**src/rtl/fetch_queue.sv**
```systemverilog
// Instruction-fetch front end: sequential fetch into a DEPTH-entry prefetch queue,
// halt on branch/jump until redirected. Define FETCH_BYPASS_EN for zero-latency empty-queue bypass.
module fetch_queue #(
  parameter int ADDR_W = 32,
  parameter int INST_W = 32,
  parameter int DEPTH  = 4
) (
  input  logic              clk,
  input  logic              rst,
  input  logic              stall,
  input  logic              enJump,
  input  logic [ADDR_W-1:0] JumpAddr,
  input  logic              enBranch,
  input  logic [ADDR_W-1:0] BranchAddr,
  output logic              DecEn,
  output logic [ADDR_W-1:0] DecPC,
  output logic [INST_W-1:0] DecInst,
  output logic              instEn,
  output logic [ADDR_W-1:0] instAddr,
  input  logic              hit,
  input  logic [INST_W-1:0] cacheInst,
  input  logic              memInstOutEn,
  input  logic [INST_W-1:0] memInst
);

  localparam int PTR_W = $clog2(DEPTH);
  localparam int CNT_W = PTR_W + 1;

  typedef enum logic [1:0] {
    IDLE,
    WORK,
    WAITBJ
  } state_e;

  state_e            state_q, state_d;
  logic [CNT_W-1:0]  count_q, count_d;
  logic [PTR_W-1:0]  head_q, head_d;
  logic [PTR_W-1:0]  tail_q, tail_d;
  logic              inst_en_q, inst_en_d;
  logic [ADDR_W-1:0] inst_addr_q, inst_addr_d;

  logic [ADDR_W-1:0] pc_mem   [DEPTH];
  logic [INST_W-1:0] inst_mem [DEPTH];

  logic              resp;
  logic [INST_W-1:0] resp_data;
  logic              redirect;
  logic [ADDR_W-1:0] redirect_target;
  logic              accept;
  logic              queue_empty;
  logic              bypass;
  logic              pop;
  logic              push;
  logic [CNT_W-1:0]  count_next;
  logic              has_room;

  assign resp            = hit | memInstOutEn;
  assign resp_data       = hit ? cacheInst : memInst;
  assign redirect        = (state_q != IDLE) & (enJump | enBranch);
  assign redirect_target = enJump ? JumpAddr : BranchAddr;
  // A response only counts against an outstanding request, and never in a redirect cycle.
  assign accept          = inst_en_q & resp & ~redirect;
  assign queue_empty     = (count_q == '0);

`ifdef FETCH_BYPASS_EN
  assign bypass = accept & queue_empty & ~stall;
`else
  assign bypass = 1'b0;
`endif

  assign pop        = ~queue_empty & ~stall & ~redirect;
  assign push       = accept & ~bypass;
  assign count_next = count_q + CNT_W'(push) - CNT_W'(pop);
  assign has_room   = (count_next < CNT_W'(DEPTH));

  assign DecEn    = pop | bypass;
  assign instEn   = inst_en_q;
  assign instAddr = inst_addr_q;

  always_comb begin
    DecPC   = '0;
    DecInst = '0;
    if (bypass) begin
      DecPC   = inst_addr_q;
      DecInst = resp_data;
    end else if (!queue_empty) begin
      DecPC   = pc_mem[head_q];
      DecInst = inst_mem[head_q];
    end
  end

  // NOTE: every always_comb output gets a default first, so no path can infer a latch.
  always_comb begin
    state_d     = state_q;
    inst_en_d   = inst_en_q;
    inst_addr_d = inst_addr_q;
    count_d     = count_next;
    head_d      = head_q + PTR_W'(pop);
    tail_d      = tail_q + PTR_W'(push);

    if (redirect) begin
      state_d     = WORK;
      inst_en_d   = 1'b1;
      inst_addr_d = redirect_target;
      count_d     = '0;
      head_d      = '0;
      tail_d      = '0;
    end else begin
      unique case (state_q)
        IDLE: begin
          state_d   = WORK;
          inst_en_d = 1'b1;
        end
        WORK: begin
          if (accept) begin
            if (resp_data[6]) begin
              state_d   = WAITBJ;
              inst_en_d = 1'b0;
            end else begin
              inst_addr_d = inst_addr_q + ADDR_W'(4);
              inst_en_d   = has_room;
            end
          end else if (!inst_en_q) begin
            inst_en_d = has_room;
          end
        end
        WAITBJ: begin
          inst_en_d = 1'b0;
        end
        default: begin
          state_d   = IDLE;
          inst_en_d = 1'b0;
        end
      endcase
    end
  end

  // NOTE: state registers use non-blocking assignments so every flop samples pre-edge values.
  always_ff @(posedge clk or posedge rst) begin
    if (rst) begin
      state_q     <= IDLE;
      count_q     <= '0;
      head_q      <= '0;
      tail_q      <= '0;
      inst_en_q   <= 1'b0;
      inst_addr_q <= '0;
    end else begin
      state_q     <= state_d;
      count_q     <= count_d;
      head_q      <= head_d;
      tail_q      <= tail_d;
      inst_en_q   <= inst_en_d;
      inst_addr_q <= inst_addr_d;
    end
  end

  // NOTE: queue storage is not reset; count gates every read, so stale contents are never seen.
  always_ff @(posedge clk) begin
    if (push) begin
      pc_mem[tail_q]   <= inst_addr_q;
      inst_mem[tail_q] <= resp_data;
    end
  end

endmodule

```
**config.mk**
```make
export PLATFORM = sky130hd
export DESIGN_NAME = fetch_queue
export DESIGN_NICKNAME = d
export VERILOG_FILES = /design/src/rtl/fetch_queue.sv
export SDC_FILE = /design/constraint.sdc
export NUM_CORES = 1
export LEC_CHECK = 0
export ABC_CLOCK_PERIOD_IN_PS = 7560
export CAP_MARGIN = 15
export CELL_PAD_IN_SITES_DETAIL_PLACEMENT = 0
export CELL_PAD_IN_SITES_GLOBAL_PLACEMENT = 1
export CORE_MARGIN = 2
export CORE_UTILIZATION = 25
export DETAILED_ROUTE_END_ITERATION = 8
export PLACE_DENSITY = 0.59
export SYNTH_ARGS = -nofsm -noshare
export SYNTH_HDL_FRONTEND = slang
export SYNTH_SLANG_ARGS = --single-unit
```
**constraint.sdc**
```tcl
create_clock -name clk -period 7.56 [get_ports clk]
set_input_delay 1.512 -clock clk [delete_from_list [all_inputs] [get_ports clk]]
set_output_delay 1.512 -clock clk [all_outputs]
set_load 0.01 [all_outputs]
```
Word level (Yosys, flattened, before mapping)
Memories as Yosys holds them, arrays and structs flattened.
Index checks and enable logic that the tools add are counted.
- equality and inequality tests: 6
- $add $sub $neg: 5
- shift operators: 0
- reductions and logical operators: 7
- $mul: 0
- order comparisons: 1
- bitwise gates (word level): 10
- mux-type cells: 22
- divide/modulo/power cells: 0
- operators by type and width (cell ; number):
    $mux W32 ; 8
    $add A32 B3 Y32 const B ; 1
    $mux W2 ; 5
    $mux W1 ; 6
    $ne A3 B3 Y1 const B ; 2
    $pmux W2 S3 ; 1
    $reduce_and A3 Y1 ; 2
    $reduce_bool A2 Y1 ; 3
    $and A1 B1 Y1 ; 5
    $add A2 B1 Y2 ; 2
    $add A3 B1 Y3 ; 1
    $logic_not A3 Y1 ; 1
    $lt A3 B3 Y1 const B ; 1
    $mux W3 ; 1
    $not A1 Y1 ; 3
    $sub A3 B1 Y3 ; 1
    $eq A2 B1 Y1 const B ; 1
    $eq A2 B2 Y1 const B ; 1
    $logic_not A2 Y1 ; 1
    $ne A2 B1 Y1 const B ; 1
    $ne A2 B2 Y1 const B ; 1
    $or A1 B1 Y1 ; 2
    $pmux W1 S2 ; 1
- flip-flop bits (word level): 42
- memory bits (read-only): 0
- memories kept: 2
- latch bits: 0
- RAM bits: 256
- memory list (memory ; depth ; bits a word ; read ports ; clocked after Yosys merged registers in ; wr ports ; line ; text):
    inst_mem ; 4 ; 32 ; 1 ; 0 ; 1 ; 43 ; logic [INST_W-1:0] inst_mem [DEPTH];
    pc_mem ; 4 ; 32 ; 1 ; 0 ; 1 ; 42 ; logic [ADDR_W-1:0] pc_mem [DEPTH];

Logic depth before layout (Yosys ltp)
- depth after elaboration: 11
- gate-level depth with buffers: 12
- mapped depth without buffers: 10

Worst setup path before layout
OpenSTA, ideal clock, no wires.
- path kind: input to register
- start: input enJump
- end: memory inst_mem[1][0] (enable)
- setup time: 0.578 ns
- slack: -0.020 ns
- arrival: 7.002 ns
- cell stages on the path: 5
- data required time: 6.982 ns
- path through: clkbuf_1 -> o22ai_1 -> clkbuf_1 -> nand2_1 -> nor3b_1
- cells in the longest elaborated chain, start to end: 6
- RTL lines (element ; line ; text):
    start: declaration ; 11 ; input logic enJump,
    $or A1 B1 Y1 ; 59 ; assign redirect = (state_q != IDLE) & (enJump | enBranch);
    $and A1 B1 Y1 ; 59 ;
    $not A1 Y1 ; 62 ; assign accept = inst_en_q & resp & ~redirect;
    $and A1 B1 Y1 ; 62 ;
    $mux W1 ; 159 ; if (push) begin
    $mux W1 (not written as such) ; 161 ; inst_mem[tail_q] <= resp_data;
    end: declaration ; 43 ;
Every way passes these cells.

Final worst setup path
- start: register head_q[0]
- end: output DecPC[2]
- cells in the longest elaborated chain, start to end: 2
- RTL lines (element ; line ; text):
    start: declaration ; 37 ; logic [PTR_W-1:0] head_q, head_d;
    start signal: assignment ; 143 ; head_q <= '0;
    start signal: assignment ; 150 ; head_q <= head_d;
    $mem_v2 Z4 W32 ; n/a ;
    $mux W32 ; 86 ; end else if (!queue_empty) begin
    end: declaration ; 16 ; output logic [ADDR_W-1:0] DecPC,
Every way passes these cells.

==> impl_metrics.json <==
{
  "run_status": "completed",
  "synthToLayoutAreaGrowth_pct": 33.5,
  "worstMarginPinSlew_ns": 1.11,
  "clk_root_buffer_cell": "sky130_fd_sc_hd__clkbuf_16",
  "period_share_pct": 65.8,
  "synthDistinctLibCells": 51,
  "cts_clock_pin_slew_for_the_worst_setup_and_hold_paths_ns": 0.06,
  "fin_cells": 1716,
  "number_of_antenna_violations_at_the_first_check_in_global_routing": 1,
  "final_setup_violation_count": 0,
  "clkPwrFrac_pct": 40.9,
  "finalSetupTns_ns": 0,
  "timing.final.max_slew_violations": 0,
  "timing.setup.critical_path_class": "flip-flop to output pin",
  "final_design_area_no_fill_um2": 17200,
  "critical-path-slowest-cell": "sky130_fd_sc_hd__dfrtp_4",
  "grt_overflow": 0,
  "post_route_cells_drive_above_1_share_pct": 17.5,
  "syn_area_per_cell_um2": 16.8,
  "start_kind": "flip-flop",
  "fp.coreArea_um2": 51200,
  "drt-wirelength-per-cell_um": 20.3,
  "reg2reg_depth": 11,
  "postPlaceCellArea_um2": 16000,
  "holdBufCountCts": 0,
  "clock_insertion_delay_worst_skew_ns": 0.53,
  "global_route_wire_length_before_repair_um": 52600,
  "grt_max_degree": 66,
  "holdPathStages": 0,
  "ys.warnings.count": 0,
  "syn-instance-count": 769,
  "cts_post_setup_buffers_inserted": 0,
  "grt_setup_unrepaired": "no",
  "track_usage_pct": 13.2,
  "port-buffer-count": 232,
  "synth.area.top_cells": "sky130_fd_sc_hd__edfxtp_1, sky130_fd_sc_hd__mux4_2, sky130_fd_sc_hd__dfrtp_1, sky130_fd_sc_hd__nor2b_1, sky130_fd_sc_hd__mux2_2",
  "p_sw_mw": 0.993,
  "post_synth_instance_area_um2": 12900,
  "worst_path_largest_cell_delay_ns": 1.12,
  "synth_enable_flop_cells": 256,
  "fmax_mhz": 201,
  "overall_die_area_um2": 53400,
  "synth_sequential_area_ratio_pct": 67.8,
  "hold_path_class": "flip-flop to flip-flop",
  "route.antenna.remaining_nets": 0,
  "power.share.combinational_pct": 11.3,
  "final.setup_skew_ns": 0.0198,
  "static-leakage-power_nw": 5.47,
  "crit_fanout": 47,
  "postSynthNetCount": 909,
  "routed_wl_um": 34800,
  "crit_path_cell_trace": "buf_4, mux4_2, nor2b_1, clkdlybuf4s50_1",
  "cellPowerDensity_nw_per_um2": 242,
  "initial_core_util_pct": 25.2,
  "timing.max_slew.rel_slack_pct": 26.3,
  "hold_viol": 0,
  "first_global_vias": 8406,
  "register_bit_count_reported_by_yosys": 298,
  "synth_top_area_share_pct": 59.6,
  "fp.dieH_um": 231,
  "share_seq_of_total_power_pct": 47.8,
  "rows": 83,
  "drt-vias-per-instance": 4.56,
  "place.gp.congestion": 0.728,
  "ctsResizeCount": 0,
  "pin_count": 233,
  "finish.net_count": 1150,
  "cell_internal_pwr_mw": 3.17,
  "floorplan.die.width_um": 231,
  "cts_buffers": 37,
  "ir_worst_vdd_uv": 116,
  "maximum_count_of_clock_buffers_along_a_single_path": 3,
  "placedCellCount": 1651,
  "synth_area_leader_cell": "sky130_fd_sc_hd__edfxtp_1",
  "drc_errors": 0,
  "hpwl_um": 21800,
  "critical_path_sink_type": "output pin",
  "drt_iter0_drcs": 378,
  "cp_data_arrival_time_ns": 3.46,
  "clock-sinks": 298,
  "ys_async_sr_fraction_pct": 14.1,
  "drt_pre_antenna_iters": 4,
  "postSynth.topFlopCell": "sky130_fd_sc_hd__edfxtp_1",
  "tritoncts": "done",
  "ctsHtreeMaxLevel": 2,
  "vias_post_dr": 7831,
  "cap_violations": 0,
  "sw_frac_of_total_pct": 23.9,
  "period_minus_slack_ns": 4.97,
  "worst-endpoint-required_ns": 6.05
}
==> synthesized netlist by cell type (2+ instances only) <==
cell type	instances
sky130_fd_sc_hd__o221ai_1	2
sky130_fd_sc_hd__xor2_1	3
sky130_fd_sc_hd__inv_1	6
sky130_fd_sc_hd__mux2i_1	17
sky130_fd_sc_hd__and3_1	4
sky130_fd_sc_hd__nand3_1	14
sky130_fd_sc_hd__o22a_1	3
sky130_fd_sc_hd__nor2_1	16
sky130_fd_sc_hd__nor3_1	13
sky130_fd_sc_hd__or3_1	12
sky130_fd_sc_hd__nand2_1	22
sky130_fd_sc_hd__a21oi_1	9
sky130_fd_sc_hd__a31oi_1	16
sky130_fd_sc_hd__clkbuf_1	27
sky130_fd_sc_hd__nor2b_1	81
sky130_fd_sc_hd__o21ai_0	11
sky130_fd_sc_hd__dfrtp_1	42
sky130_fd_sc_hd__edfxtp_1	256
sky130_fd_sc_hd__buf_1	6
sky130_fd_sc_hd__o21a_1	2
sky130_fd_sc_hd__mux4_2	64
sky130_fd_sc_hd__and4_1	6
sky130_fd_sc_hd__or4_1	8
sky130_fd_sc_hd__a211oi_1	16
sky130_fd_sc_hd__nor4_1	2
sky130_fd_sc_hd__buf_2	11
sky130_fd_sc_hd__o22ai_1	2
sky130_fd_sc_hd__o311ai_0	3
sky130_fd_sc_hd__xnor2_1	4
sky130_fd_sc_hd__and2_1	4
sky130_fd_sc_hd__nand4_1	14
sky130_fd_sc_hd__ha_1	4
sky130_fd_sc_hd__a21o_1	2
sky130_fd_sc_hd__o211ai_1	14
sky130_fd_sc_hd__o31ai_1	6
sky130_fd_sc_hd__mux2_2	32
==> layout by cell type (no fill, tap or decap), types with 3 or more instances in the layout <==
cell type	netlist	layout
sky130_fd_sc_hd__nand2_1	22	22
sky130_fd_sc_hd__mux4_2	64	64
sky130_fd_sc_hd__xnor2_1	4	4
sky130_fd_sc_hd__buf_4	0	14
sky130_fd_sc_hd__nor3_1	13	11
sky130_fd_sc_hd__o31ai_1	6	6
sky130_fd_sc_hd__ha_1	4	4
sky130_fd_sc_hd__o21ai_0	11	11
sky130_fd_sc_hd__a31oi_1	16	16
sky130_fd_sc_hd__dfrtp_1	42	40
sky130_fd_sc_hd__and3_1	4	3
sky130_fd_sc_hd__clkinv_1	0	4
sky130_fd_sc_hd__mux2_2	32	32
sky130_fd_sc_hd__bufinv_16	0	3
sky130_fd_sc_hd__nor2_1	16	15
sky130_fd_sc_hd__a21oi_1	9	9
sky130_fd_sc_hd__mux2i_1	17	17
sky130_fd_sc_hd__clkinvlp_4	0	4
sky130_fd_sc_hd__o22a_1	3	3
sky130_fd_sc_hd__o311ai_0	3	3
sky130_fd_sc_hd__clkbuf_1	27	3
sky130_fd_sc_hd__a211oi_1	16	16
sky130_fd_sc_hd__nand3_1	14	14
sky130_fd_sc_hd__and4_1	6	6
sky130_fd_sc_hd__nor2b_1	81	81
sky130_fd_sc_hd__edfxtp_1	256	256
sky130_fd_sc_hd__clkbuf_8	0	3
sky130_fd_sc_hd__clkinv_2	0	7
sky130_fd_sc_hd__o211ai_1	14	14
sky130_fd_sc_hd__xor2_1	3	3
sky130_fd_sc_hd__or3_1	12	12
sky130_fd_sc_hd__inv_1	6	5
sky130_fd_sc_hd__and2_1	4	4
sky130_fd_sc_hd__clkbuf_16	0	37
sky130_fd_sc_hd__clkdlybuf4s50_1	0	230
sky130_fd_sc_hd__nand4_1	14	14
sky130_fd_sc_hd__or4_1	8	8
==> stage by stage <==
step / worst slack, ns / total power, mW / utilization [%] / hold WS, ns
after global placement: 2.96 / 2.50 / 31.3 / 0.555
after detailed placement: 2.96 / 2.51 / 31.3 / 0.568
after floorplan: 0.336 / 2.21 / - / 0.503
after CTS: 2.39 / 4.24 / 33.6 / 0.579
after global routing: 2.28 / 4.34 / 33.6 / 0.604
final: 2.59 / 4.16 / 33.6 / 0.577
==> layer usage <==
layer  track usage, %  share of wire, %  vias up  wire, um
met5                0                 0        -         0
met4             4.38               2.3        0       799
met3             3.38               6.3       47      2210
met2             21.5                47      209     16400
met1             17.0                44     3992     15400
li1                 -                 -     3583         -
==> critical path: cells and delay by family, from the launching register on <==
family        cells  cell delay, ns
simple gates      1            0.15
flops             1            1.12
mux               1            0.58
buf+inv           2            1.03
==> power by group through the flow <==
stage / Clock [mW] / Sequential (mW) / Combinational, mW
floorplan: 0 / 1.99 / 0.213
global placement: 0 / 2.02 / 0.478
detailed placement: 0 / 2.03 / 0.480
CTS: 1.77 / 1.99 / 0.481
global route: 1.82 / 2.00 / 0.514
finish: 1.70 / 1.99 / 0.468
==> final timing paths <==
kind | from | end | slack [ns]
setup / recovery | head_q[0] | DecPC[2] | 2.59
hold / removal | instAddr[1] | pc_mem[2][1] | 0.58
setup reg to reg | count_q[1] | instEn | 4.04
hold reg to reg | instAddr[1] | pc_mem[2][1] | 0.58
max in group asynchronous | rst | head_q[1] | 5.62
min in group asynchronous | rst | instAddr[26] | 1.45
==> sequential cells by signal (all words and copies together), names as in the netlist <==
register and flops:
tail_q 2, count_q 3, instAddr 32, inst_mem 128
state_q 2, instEn 1, pc_mem 128, head_q 2
==> final cells by class <==
type                            instances  area [um2]
Multi-Input combinational cell        421        4000
Clock inverter                         20         190
Antenna cell                            2        5.00
Sequential cell                       298        8750
Inverter                                6        22.5
Timing Repair Buffer                  246        2420
Tap cell                              680         851
Clock buffer                           43         978
Fill cell                            4970       34000
==> cell families (layout without fill, tap and decap cells) <==
| family | after synthesis | count (layout) | synth area share (%) |
|---|---|---|---|
| AND/OR/NAND/NOR | 205 | 205 | 9.50 |
| XOR/XNOR | 7 | 7 | 0.475 |
| AO/OA/AOI/OAI | 91 | 91 | 4.86 |
| flip-flops | 298 | 298 | 67.8 |
| multiplexers | 113 | 113 | 15.3 |
| adder cells (fa/ha/maj) | 5 | 5 | 0.543 |
| buffers and inverters | 50 | 315 | 1.56 |
| other | 0 | 2 | 0 |
Power figures use the tool's default switching activity.
